==> src/rtl/icb_dma_master.sv <==
// icb_dma_master: ICB bus master that moves LEN 32-bit words between memory and the datapath.
// Optional feature macro ICB_MST_ALIGN_CHK_EN: reject unaligned base addresses (done with err=1, no bus traffic).
module icb_dma_master #(
   parameter int MAX_OUTST = 4,
   parameter int LEN_W     = 16
) (
   input  logic             clk,
   input  logic             rst_n,
   input  logic             req_valid,
   output logic             req_ready,
   input  logic             req_read,
   input  logic [31:0]      req_addr,
   input  logic [LEN_W-1:0] req_len,
   input  logic             wr_valid,
   output logic             wr_ready,
   input  logic [31:0]      wr_data,
   output logic             rd_valid,
   input  logic             rd_ready,
   output logic [31:0]      rd_data,
   output logic             busy,
   output logic             done,
   output logic             err,
   output logic             icb_cmd_valid,
   input  logic             icb_cmd_ready,
   output logic             icb_cmd_read,
   output logic [31:0]      icb_cmd_addr,
   output logic [31:0]      icb_cmd_wdata,
   output logic [3:0]       icb_cmd_wmask,
   input  logic             icb_rsp_valid,
   output logic             icb_rsp_ready,
   input  logic [31:0]      icb_rsp_rdata,
   input  logic             icb_rsp_err
);
   typedef enum logic [1:0] {IDLE, ISSUE, DRAIN, DONE} state_t;
   state_t           state, state_nxt;
   logic [31:0]      base;
   logic [LEN_W-1:0] len, cmd_cnt;
   logic [3:0]       outst, outst_nxt;
   logic             rd_job, err_q, accept, active, elig, cmd_hs, rsp_hs, last_cmd, addr_bad;

`ifdef ICB_MST_ALIGN_CHK_EN
   assign addr_bad = req_addr[1:0] != 2'b00;
`else
   assign addr_bad = 1'b0;
`endif
   assign accept    = req_valid && state == IDLE;
   assign active    = state == ISSUE || state == DRAIN;
   assign elig      = state == ISSUE && outst < 4'(MAX_OUTST) && (rd_job || wr_valid);
   assign cmd_hs    = elig && icb_cmd_ready;
   assign rsp_hs    = active && icb_rsp_valid && icb_rsp_ready;
   assign last_cmd  = cmd_hs && cmd_cnt == len - LEN_W'(1);
   assign outst_nxt = outst + {3'b000, cmd_hs} - {3'b000, rsp_hs};

   // State register; async reset aborts any job without a done pulse
   always_ff @(posedge clk or negedge rst_n) begin
      if (!rst_n) state <= IDLE;
      else        state <= state_nxt;
   end

   // Job context, command counter, in-flight counter and sticky error
   always_ff @(posedge clk or negedge rst_n) begin
      if (!rst_n) begin
         base    <= '0;
         len     <= '0;
         rd_job  <= 1'b0;
         cmd_cnt <= '0;
         outst   <= '0;
         err_q   <= 1'b0;
      end else begin
         outst <= outst_nxt;
         if (accept) begin
            base    <= req_addr & ~32'h3;
            len     <= req_len;
            rd_job  <= req_read;
            cmd_cnt <= '0;
            err_q   <= addr_bad;
         end else begin
            if (cmd_hs) cmd_cnt <= cmd_cnt + LEN_W'(1);
            if (rsp_hs && icb_rsp_err) err_q <= 1'b1;
         end
      end
   end

   // Next state plus all bus/stream outputs; responses pass straight through for reads
   always_comb begin
      state_nxt     = state;
      req_ready     = state == IDLE;
      busy          = state != IDLE;
      done          = state == DONE;
      err           = err_q;
      icb_cmd_valid = elig;
      icb_cmd_read  = rd_job;
      icb_cmd_addr  = base + (32'(cmd_cnt) << 2);
      icb_cmd_wdata = (elig && !rd_job) ? wr_data : 32'h0;
      icb_cmd_wmask = 4'hF;
      wr_ready      = icb_cmd_ready && elig && !rd_job;
      rd_valid      = active && rd_job && icb_rsp_valid;
      rd_data       = rd_valid ? icb_rsp_rdata : 32'h0;
      icb_rsp_ready = state == IDLE ? icb_rsp_valid : (rd_job ? rd_ready : 1'b1);
      case (state)
         IDLE:    if (accept) state_nxt = (req_len == '0 || addr_bad) ? DONE : ISSUE;
         ISSUE:   if (last_cmd) state_nxt = outst_nxt == 4'd0 ? DONE : DRAIN;
         DRAIN:   if (outst_nxt == 4'd0) state_nxt = DONE;
         default: state_nxt = IDLE;
      endcase
   end
endmodule

==> config.mk <==
export PLATFORM = sky130hd
export DESIGN_NAME = icb_dma_master
export DESIGN_NICKNAME = d
export VERILOG_FILES = /design/src/rtl/icb_dma_master.sv
export SDC_FILE = /design/constraint.sdc
export NUM_CORES = 1
export LEC_CHECK = 0
export ABC_CLOCK_PERIOD_IN_PS = 3400
export CORE_MARGIN = 4
export CORE_UTILIZATION = 39
export CTS_CLUSTER_SIZE = 8
export DETAILED_ROUTE_END_ITERATION = 12
export PLACE_DENSITY = 0.87
export SLEW_MARGIN = 20
export SYNTH_ARGS = -nofsm -noshare
export SYNTH_HDL_FRONTEND = slang
export SYNTH_SLANG_ARGS = --single-unit
==> constraint.sdc <==
create_clock -name clk -period 3.4 [get_ports clk]
set_clock_uncertainty 0.15 [all_clocks]
set_input_delay 0.68 -clock clk [delete_from_list [all_inputs] [get_ports clk]]
set_output_delay 0.68 -clock clk [all_outputs]
set_load 0.02 [all_outputs]
==> impl_metrics.ini, run 1 <==
[power_and_ir_drop]
p_leak_nw = 4.27
pwr_density_cell_mw_per_mm2 = 335
peakVddDrop_mv = 0.279

[critical_path]
cp.required_ns = 2.57
cp_top_family = compound AO/OA/AOI/OAI gates
crit_path_end_kind = output port
crit_type = register to output port
arrival_ns = 3.05
cp_slowest_cell = dfrtp_1
cp_slowest_stage_delay_ns = 0.40
cp_cell_sequence = ha_4 > inv_2 > fa_2 > nor2b_1 > o21ai_1 > a211o_1 > a31oi_4 > a211oi_2 > o21a_2 > buf_6 > nand3b_1 > xnor2_2 > buf_4
cp_max_fo = 4
cp-start-kind = register
crit_buf_inv = 3

[timing]
rsz0062_at_grt = true
layout_min_cycle_time_ns = 3.88
final-max-slew-violation-count = 0
setup_viol = 16
hold_slack_ns = 0.139
finalHoldViolCount = 0
max_freq_ghz = 0.258
setup_slack_ns = -0.480
slew_headroom = 0.625
finalCritPeriodShare = 1.14
tightest_slew_ns = 0.561

[route]
num_vias = 5362
dr.pass1.iters = 4
drtIter0Drc = 352
routed_wl_um = 18100
drc_errors = 0
via_per_inst = 4.90
ant_nets = 0
wl_per_cell_um = 16.5

[logic_synthesis]
syn_area_per_cell_um2 = 8.07
yosys_warnings = 0
ys.flop_type = dfrtp_1
synth_seq_area_share = 0.343
synth_area_mm2 = 0.00510
synth-edff-count = 0
async_flop_share = 1.00
synth_cells = 632
ys_seq_elements = 70
ys_types = 59

[placed_design]
post-dp-hpwl_um = 12900
port_buffers = 221
placed_area_mm2 = 0.00791
gp_congestion = 0.861

[final_layout]
layout_commonest_cell = clkdlybuf4s50_1
final_area_mm2 = 0.00862
postLayoutCoreUtil = 0.678
final_cell_mix = clkdlybuf4s50_1, nand2_1, buf_4
areaGrowthSynthToFinish_pct = 69.0
drive_gt1_frac = 0.195
filler_cell_count = 986
antennaDiodeCount = 0
fin_nets = 1067

[clocking]
clock_path_buffers = 2
clock-sinks = 70
clkTransAtPathRegs_ns = 0.06
cts_tree = built
clockRootBuffer = clkbuf_16
clk_latency_ns = 0.34
h-tree-depth = 3
cts_buffers = 9

[grt]
grt.overflow.total = 0
grt_max_degree = 34
grt_pass1_vias = 5240
grtUsageTotal = 0.219
grt_pass1_wl_um = 26200
antenna_found_initial = 0

[floorplanning]
core_mm2 = 0.0127
die_w_um = 122
num_rows = 41
die_h_um = 122
pin_count = 230
start_util = 0.401
die_area_mm2 = 0.0150

[min_path]
hold_path_class = primary input to asynchronous set/reset pin

[run]
cap_violations = 0

[outcome]
outcome = finished, violations left
violations = setup timing
## final timing paths
check,startpoint,endpoint,slack (ns),cells after the start
setup / recovery,cmd_cnt[0],icb_cmd_addr[26],-0.48,13
hold / removal,rst_n,base[25],0.14,1
setup reg to reg,outst[2],state[1],0.07,15
hold reg to reg,base[16],base[16],0.34,2
max in group asynchronous,rst_n,cmd_cnt[7],2.17,2
min in group clk,base[16],base[16],0.34,2
## timing repair
action                     4_1_cts  5_1_grt
gates resized for setup        142       43
setup endpoints to repair       55       26
setup buffers                   11       11
hold buffers                     0        0
pin swaps                       28       34
## sequential cells by signal, summed over array words and instances (netlist names)
signal / flops
state: 2
len: 16
outst: 4
base: 30
icb_cmd_read: 1
cmd_cnt: 16
err: 1
## cell usage after synthesis, types with 3 or more instances
master,n,area [µm²]
nand4_1,14,87.6
buf_4,6,45.0
a31oi_1,4,25.0
xnor2_1,33,289
nor4_1,6,37.5
dfrtp_1,70,1750
clkbuf_1,23,86.3
a211oi_1,4,30.0
o21ai_0,19,95.1
a21o_1,15,113
ha_1,27,338
mux2i_1,4,40.0
nor2_1,42,158
nand3_1,12,60.1
and3_1,4,25.0
xor2_1,28,245
nor3_1,8,40.0
and2_1,65,407
a21oi_1,18,90.1
inv_1,31,116
o21bai_1,3,22.5
nand2_1,148,556
## metal layers
metal / track usage / vias up / part of all wire
met1: 0.292 / 2521 / 0.43
met3: 0.0396 / 34 / 0.044
met2: 0.370 / 161 / 0.50
li1: - / 2646 / -
met5: 0 / - / 0
met4: 0.0560 / 0 / 0.022
## worst register-to-register path: cells and delay by family (launching register included)
kind            cells  cell delay, ns
compound gates      2            0.19
fa+ha+maj           4            1.11
buf+inv             5            0.29
flops               1            0.38
mux                 1            0.31
simple gates        3            0.76
## cell families (layout without fill, tap and decap cells)
kind of cell / after synthesis / count (layout) / synth area share
AO/OA/AOI/OAI: 81 / 81 / 0.104
XOR/XNOR: 61 / 61 / 0.105
adder cells (fa/ha/maj): 29 / 29 / 0.0741
buffers and inverters: 62 / 348 / 0.0515
flip-flops: 70 / 70 / 0.343
multiplexers: 6 / 6 / 0.0130
other: 2 / 6 / 0.00147
AND/OR/NAND/NOR: 321 / 321 / 0.308
## cell type report
type / count / area, µm² / area share
Clock buffer: 9 / 225 / 0.0261
Timing Repair Buffer: 300 / 2840 / 0.329
Inverter: 32 / 120 / 0.0139
Multi-Input combinational cell: 504 / 3390 / 0.393
Clock inverter: 7 / 80.1 / 0.00929
Tap cell: 172 / 215 / 0.0250
Sequential cell: 70 / 1750 / 0.203
## metrics by stage
step           setup TNS, ns  setup WS [ns]  power, mW  cells
6_report               -4.37         -0.480       2.89   1094
5_1_grt                -5.90         -0.568       3.03   1094
4_1_cts                -3.48         -0.400       2.86   1084
3_5_place_dp           -9.09         -0.614       1.85   1058
3_3_place_gp           -8.27         -0.552       1.83   1058
2_1_floorplan        -0.0759        -0.0652       1.37    636
## power by group
group	total [mW]	leakage (nW)	switching, mW	internal [mW]
registers	0.914	0.907	0.0341	0.880
logic	1.01	3.21	0.463	0.544
clock network	0.968	0.149	0.389	0.579
total	2.89	4.27	0.885	2.00
(Power assumes the default switching activity.)
==> inputs of run 2 (changes only) <==
--- a/config.mk
+++ b/config.mk
@@ -6,7 +6,6 @@
 export NUM_CORES = 1
 export LEC_CHECK = 0
 export ABC_CLOCK_PERIOD_IN_PS = 3400
-export CORE_MARGIN = 4
 export CORE_UTILIZATION = 39
 export CTS_CLUSTER_SIZE = 8
 export DETAILED_ROUTE_END_ITERATION = 12
==> impl_metrics.ini, run 2 (same netlist as run 1, synthesis figures left out) <==
[route]
num_vias = 5493
ant_nets = 0
wl_per_cell_um = 16.0
routed_wl_um = 17300
dr.pass1.iters = 4
via_per_inst = 5.09
drtIter0Drc = 446
drc_errors = 0

[grt]
use_met1 = 0.309
busiest_layer = met2
grt_util_met2 = 0.398
grtUsageTotal = 0.241
grt.overflow.total = 0
grt_pass1_wl_um = 25200
grt_max_degree = 64
grt_pass1_vias = 5194
met3_usage = 0.0643
antenna_found_initial = 0

[critical_path]
cp_cell_sequence = ha_4 > inv_2 > fa_2 > nor2b_2 > o21ai_2 > a211o_1 > a31oi_4 > a211oi_2 > o21a_4 > nand3b_1 > xnor2_2 > buf_4
cp-start-kind = register
cp.required_ns = 2.57
cp_max_fo = 7
cp_slowest_stage_delay_ns = 0.41
cp_slowest_cell = dfrtp_1
crit_type = register to output port
ff2ff_path_depth = 14
crit_path_end_kind = output port
arrival_ns = 2.84

[final_layout]
final_cell_mix = clkdlybuf4s50_1, nand2_1, buf_4
largest_reg_flops = 30
drive_gt1_frac = 0.184
reg_top3 = base x30, cmd_cnt x16, len x16
postLayoutCoreUtil = 0.671
fin_nets = 1053
top_register = base
final_area_mm2 = 0.00850
layout_commonest_cell = clkdlybuf4s50_1
areaGrowthSynthToFinish_pct = 66.6
antennaDiodeCount = 0

[timing]
final-max-slew-violation-count = 0
setup_slack_ns = -0.266
layout_min_cycle_time_ns = 3.67
rsz0062_at_grt = true
tightest_slew_ns = 0.468
setup_viol = 16
finalHoldViolCount = 0
max_freq_ghz = 0.273
finalCritPeriodShare = 1.08
slew_headroom = 0.680

[power_and_ir_drop]
peakVddDrop_mv = 0.238
pwr_density_cell_mw_per_mm2 = 350
p_leak_nw = 4.07

[placed_design]
gp_congestion = 0.864
placed_area_mm2 = 0.00788
post-dp-hpwl_um = 12400
port_buffers = 221

[floorplanning]
pin_count = 230
start_util = 0.403
die_h_um = 116
die_area_mm2 = 0.0135
num_rows = 41
core_mm2 = 0.0127
die_w_um = 116

[clocking]
clockRootBuffer = clkbuf_16
h-tree-depth = 3
clk_latency_ns = 0.34
cts_hold_buf = 0
clock_path_buffers = 2
clock-sinks = 70
cts_buffers = 9
cts_tree = built
clkTransAtPathRegs_ns = 0.06

[min_path]
hold_path_class = primary input to asynchronous set/reset pin

[outcome]
outcome = finished, violations left
violations = setup timing

[run]
cap_violations = 0
run 2: path summary, 6_finish.rpt:
kind / start / end / slack, ns
worst max-delay path: base[2] / icb_cmd_addr[26] / -0.27
worst min-delay path: rst_n / base[28] / 0.12
min in group clk: base[17] / base[17] / 0.34
worst min register to register: base[17] / base[17] / 0.34
max in group asynchronous: rst_n / cmd_cnt[5] / 2.18
worst max register to register: state[0] / state[1] / 0.01
run 2: metal layers:
metal,vias up,part of all wire
met5,-,0
met4,0,0.019
met3,35,0.061
met2,198,0.51
met1,2642,0.41
li1,2618,-
run 2: critical path: cells and delay by family (launching register included):
| family | cells | cell delay, ns |
|---|---|---|
| DFF | 1 | 0.41 |
| xor gates and xnor gates | 1 | 0.15 |
| and+or+nand+nor | 2 | 0.34 |
| buffers and inverters | 2 | 0.19 |
| adders and majority gates | 2 | 0.50 |
| AOI/OAI and AO/OA | 5 | 0.91 |
run 2: metrics by stage:
| step | setup TNS [ns] | setup WS, ns | instances | total power, mW | hold slack, ns |
|---|---|---|---|---|---|
| floorplan | -0.0759 | -0.0652 | 636 | 1.37 | 0.234 |
| global placement | -7.94 | -0.510 | 1055 | 1.80 | 0.315 |
| detailed placement | -10.61 | -0.719 | 1055 | 1.84 | 0.323 |
| CTS | -2.17 | -0.297 | 1073 | 2.92 | 0.132 |
| global route | -4.57 | -0.388 | 1080 | 3.10 | 0.155 |
| finish | -2.48 | -0.266 | 1080 | 2.97 | 0.120 |
run 2: repair_timing:
| action | 4_1_cts | 5_1_grt |
|---|---|---|
| buffers inserted | 2 | 7 |
| cloned | 0 | 0 |
| pin swaps | 23 | 22 |
| endpoints found under the setup margin | 59 | 25 |
| resized for setup | 142 | 37 |
run 2: cell type report:
type	count	area (µm²)
clock inverter	7	105
clock buffer	9	225
fill	944	4170
inverter	32	120
tap	172	215
sequential	70	1750
timing repair buffer	286	2690
multi-input combinational	504	3390
run 2: power breakdown:
group / switching, mW / total (mW) / internal, mW
logic: 0.481 / 1.02 / 0.535
registers: 0.0335 / 0.914 / 0.880
clock network: 0.390 / 1.04 / 0.652
total: 0.905 / 2.97 / 2.07
==> inputs of run 3 (changes only) <==
--- a/config.mk
+++ b/config.mk
@@ -6,10 +6,12 @@
 export NUM_CORES = 1
 export LEC_CHECK = 0
 export ABC_CLOCK_PERIOD_IN_PS = 3400
-export CORE_UTILIZATION = 39
+export CELL_PAD_IN_SITES_DETAIL_PLACEMENT = 1
+export CELL_PAD_IN_SITES_GLOBAL_PLACEMENT = 1
+export CORE_UTILIZATION = 27
 export CTS_CLUSTER_SIZE = 8
 export DETAILED_ROUTE_END_ITERATION = 12
-export PLACE_DENSITY = 0.87
+export PLACE_DENSITY = 0.86
 export SLEW_MARGIN = 20
 export SYNTH_ARGS = -nofsm -noshare
 export SYNTH_HDL_FRONTEND = slang
==> constraint.sdc (replaced) <==
create_clock -name clk -period 3.4 [get_ports clk]
set_clock_uncertainty 0.15 [all_clocks]
set_input_delay 0.34 -clock clk [delete_from_list [all_inputs] [get_ports clk]]
set_output_delay 0.34 -clock clk [all_outputs]
set_load 0.02 [all_outputs]
==> impl_metrics.ini, run 3 (same netlist as run 1, synthesis figures left out) <==
[floorplanning]
die_h_um = 139
die_w_um = 139
die_area_mm2 = 0.0194
pin_count = 230
start_util = 0.280
core_mm2 = 0.0182
num_rows = 49

[final_layout]
top_register = base
layout_commonest_cell = clkdlybuf4s50_1
fin_nets = 1042
antennaDiodeCount = 0
final_cell_mix = clkdlybuf4s50_1, nand2_1, dfrtp_1
drive_gt1_frac = 0.149
largest_reg_flops = 30
postLayoutCoreUtil = 0.456
areaGrowthSynthToFinish_pct = 62.9
reg_top3 = base x30, cmd_cnt x16, len x16
filler_cell_count = 2118

[route]
drc_errors = 0
via_per_inst = 4.80
routed_wl_um = 20300
drtIter0Drc = 225
wl_per_cell_um = 18.0
num_vias = 5404
dr.pass1.iters = 4
ant_nets = 0

[grt]
grtUsageTotal = 0.203
antenna_found_initial = 0
grt.overflow.total = 0
grt_pass1_wl_um = 31000
grt_max_degree = 39
grt_pass1_vias = 5926

[critical_path]
cp_slowest_cell = fa_2
cp-start-kind = register
cp_num_cells = 13
cp_slowest_stage_delay_ns = 0.36
crit_buf_inv = 3
arrival_ns = 2.96
crit_path_end_kind = output port
crit_type = register to output port
ff2ff_path_depth = 14
cp_top_family = compound AO/OA/AOI/OAI gates
cp_max_fo = 6
cp_cell_sequence = ha_2 > inv_2 > fa_2 > nor2b_2 > o21ai_2 > a211o_1 > a31oi_4 > a211oi_2 > o21a_2 > buf_6 > nor2_4 > xor2_1 > buf_4
cp.required_ns = 2.91

[timing]
tightest_slew_ns = 0.881
slew_headroom = 0.413
rsz0062_at_grt = true
timing.setup.tns_ns = -0.0953
max_freq_ghz = 0.290
layout_min_cycle_time_ns = 3.45
finalCritPeriodShare = 1.01
hold_slack_ns = 0.353
final-max-slew-violation-count = 0
finalHoldViolCount = 0
setup_slack_ns = -0.0490
setup_viol = 3

[clocking]
clockRootBuffer = clkbuf_16
clkTransAtPathRegs_ns = 0.06
cts_buffers = 9
clock-sinks = 70
h-tree-depth = 3
cts_tree = built
clock_path_buffers = 2
clk_latency_ns = 0.35

[min_path]
worstHoldPathCells = 2
hold_path_class = register to register

[placed_design]
pre_cts_slack_ns = -0.349
gp_congestion = 0.785
post-dp-hpwl_um = 14900
port_buffers = 221

[run]
cap_violations = 0

[power_and_ir_drop]
pwr_density_cell_mw_per_mm2 = 344
p_total_mw = 2.86
p_leak_nw = 3.94
peakVddDrop_mv = 0.181

[outcome]
outcome = finished, violations left
violations = setup timing
-- run 3: changes by cell type in the layout (fill, tap and decap cells not counted), sizes merged --
cell / previous run / this run
inv: 34 / 32
bufinv: 2 / 0
dlygate4sd2: 7 / 3
buf: 83 / 71
dlygate4sd3: 0 / 1
dlymetal6s2s: 2 / 1
clkbuf: 12 / 13
clkdlybuf4s50: 191 / 199
-- run 3: what timing repair did --
item,4_1_cts,5_1_grt
gates resized for setup,96,37
hold buffers,1,0
endpoints found under the setup margin,23,22
endpoints found under the hold margin,32,0
buffers inserted,3,7
pin swaps,7,20
-- run 3: area by class of cell --
cell class / count / area, µm² / share of cell area
clock inverters: 3 / 17.5 / 0.00211
repair buffers: 275 / 2570 / 0.310
well taps: 229 / 287 / 0.0345
flip-flops and latches: 70 / 1750 / 0.211
multi-input cells: 504 / 3290 / 0.396
clock buffers: 13 / 270 / 0.0325
inverters: 32 / 120 / 0.0145
-- run 3: per-layer routing --
| metal | routed length (µm) | track usage | vias up |
|---|---|---|---|
| li1 | - | - | 2594 |
| met1 | 8560 | 0.242 | 2638 |
| met2 | 10500 | 0.362 | 139 |
| met3 | 771 | 0.0361 | 33 |
| met4 | 490 | 0.0731 | 0 |
| met5 | 0 | 0 | - |
-- run 3: final timing paths --
path | end | startpoint | slack (ns)
max | icb_cmd_addr[20] | base[2] | -0.05
min | base[15] | base[15] | 0.35
max reg2reg | state[1] | state[0] | 0.05
min reg2reg | base[15] | base[15] | 0.35
max in group asynchronous | icb_cmd_read | rst_n | 1.88
min in group asynchronous | base[28] | rst_n | 0.50
-- run 3: metrics by stage --
stage,instance area (µm²),instances
3_3_place_gp,7810,1099
5_1_grt,8310,1126
6_report,8310,1126
3_5_place_dp,7810,1099
4_1_cts,8120,1119
2_1_floorplan,5120,636
-- run 3: worst min-delay path, stage by stage (launching register included) --
cell and delay (ns):
dfrtp_1 0.35, nand2_1 0.06, nand2_1 0.06
-- run 3: where the power goes --
group | switching, mW | total [mW] | leakage, nW | internal, mW
combinational | 0.507 | 1.03 | 2.89 | 0.524
clock | 0.368 | 0.919 | 0.142 | 0.551
sequential | 0.0283 | 0.909 | 0.907 | 0.881
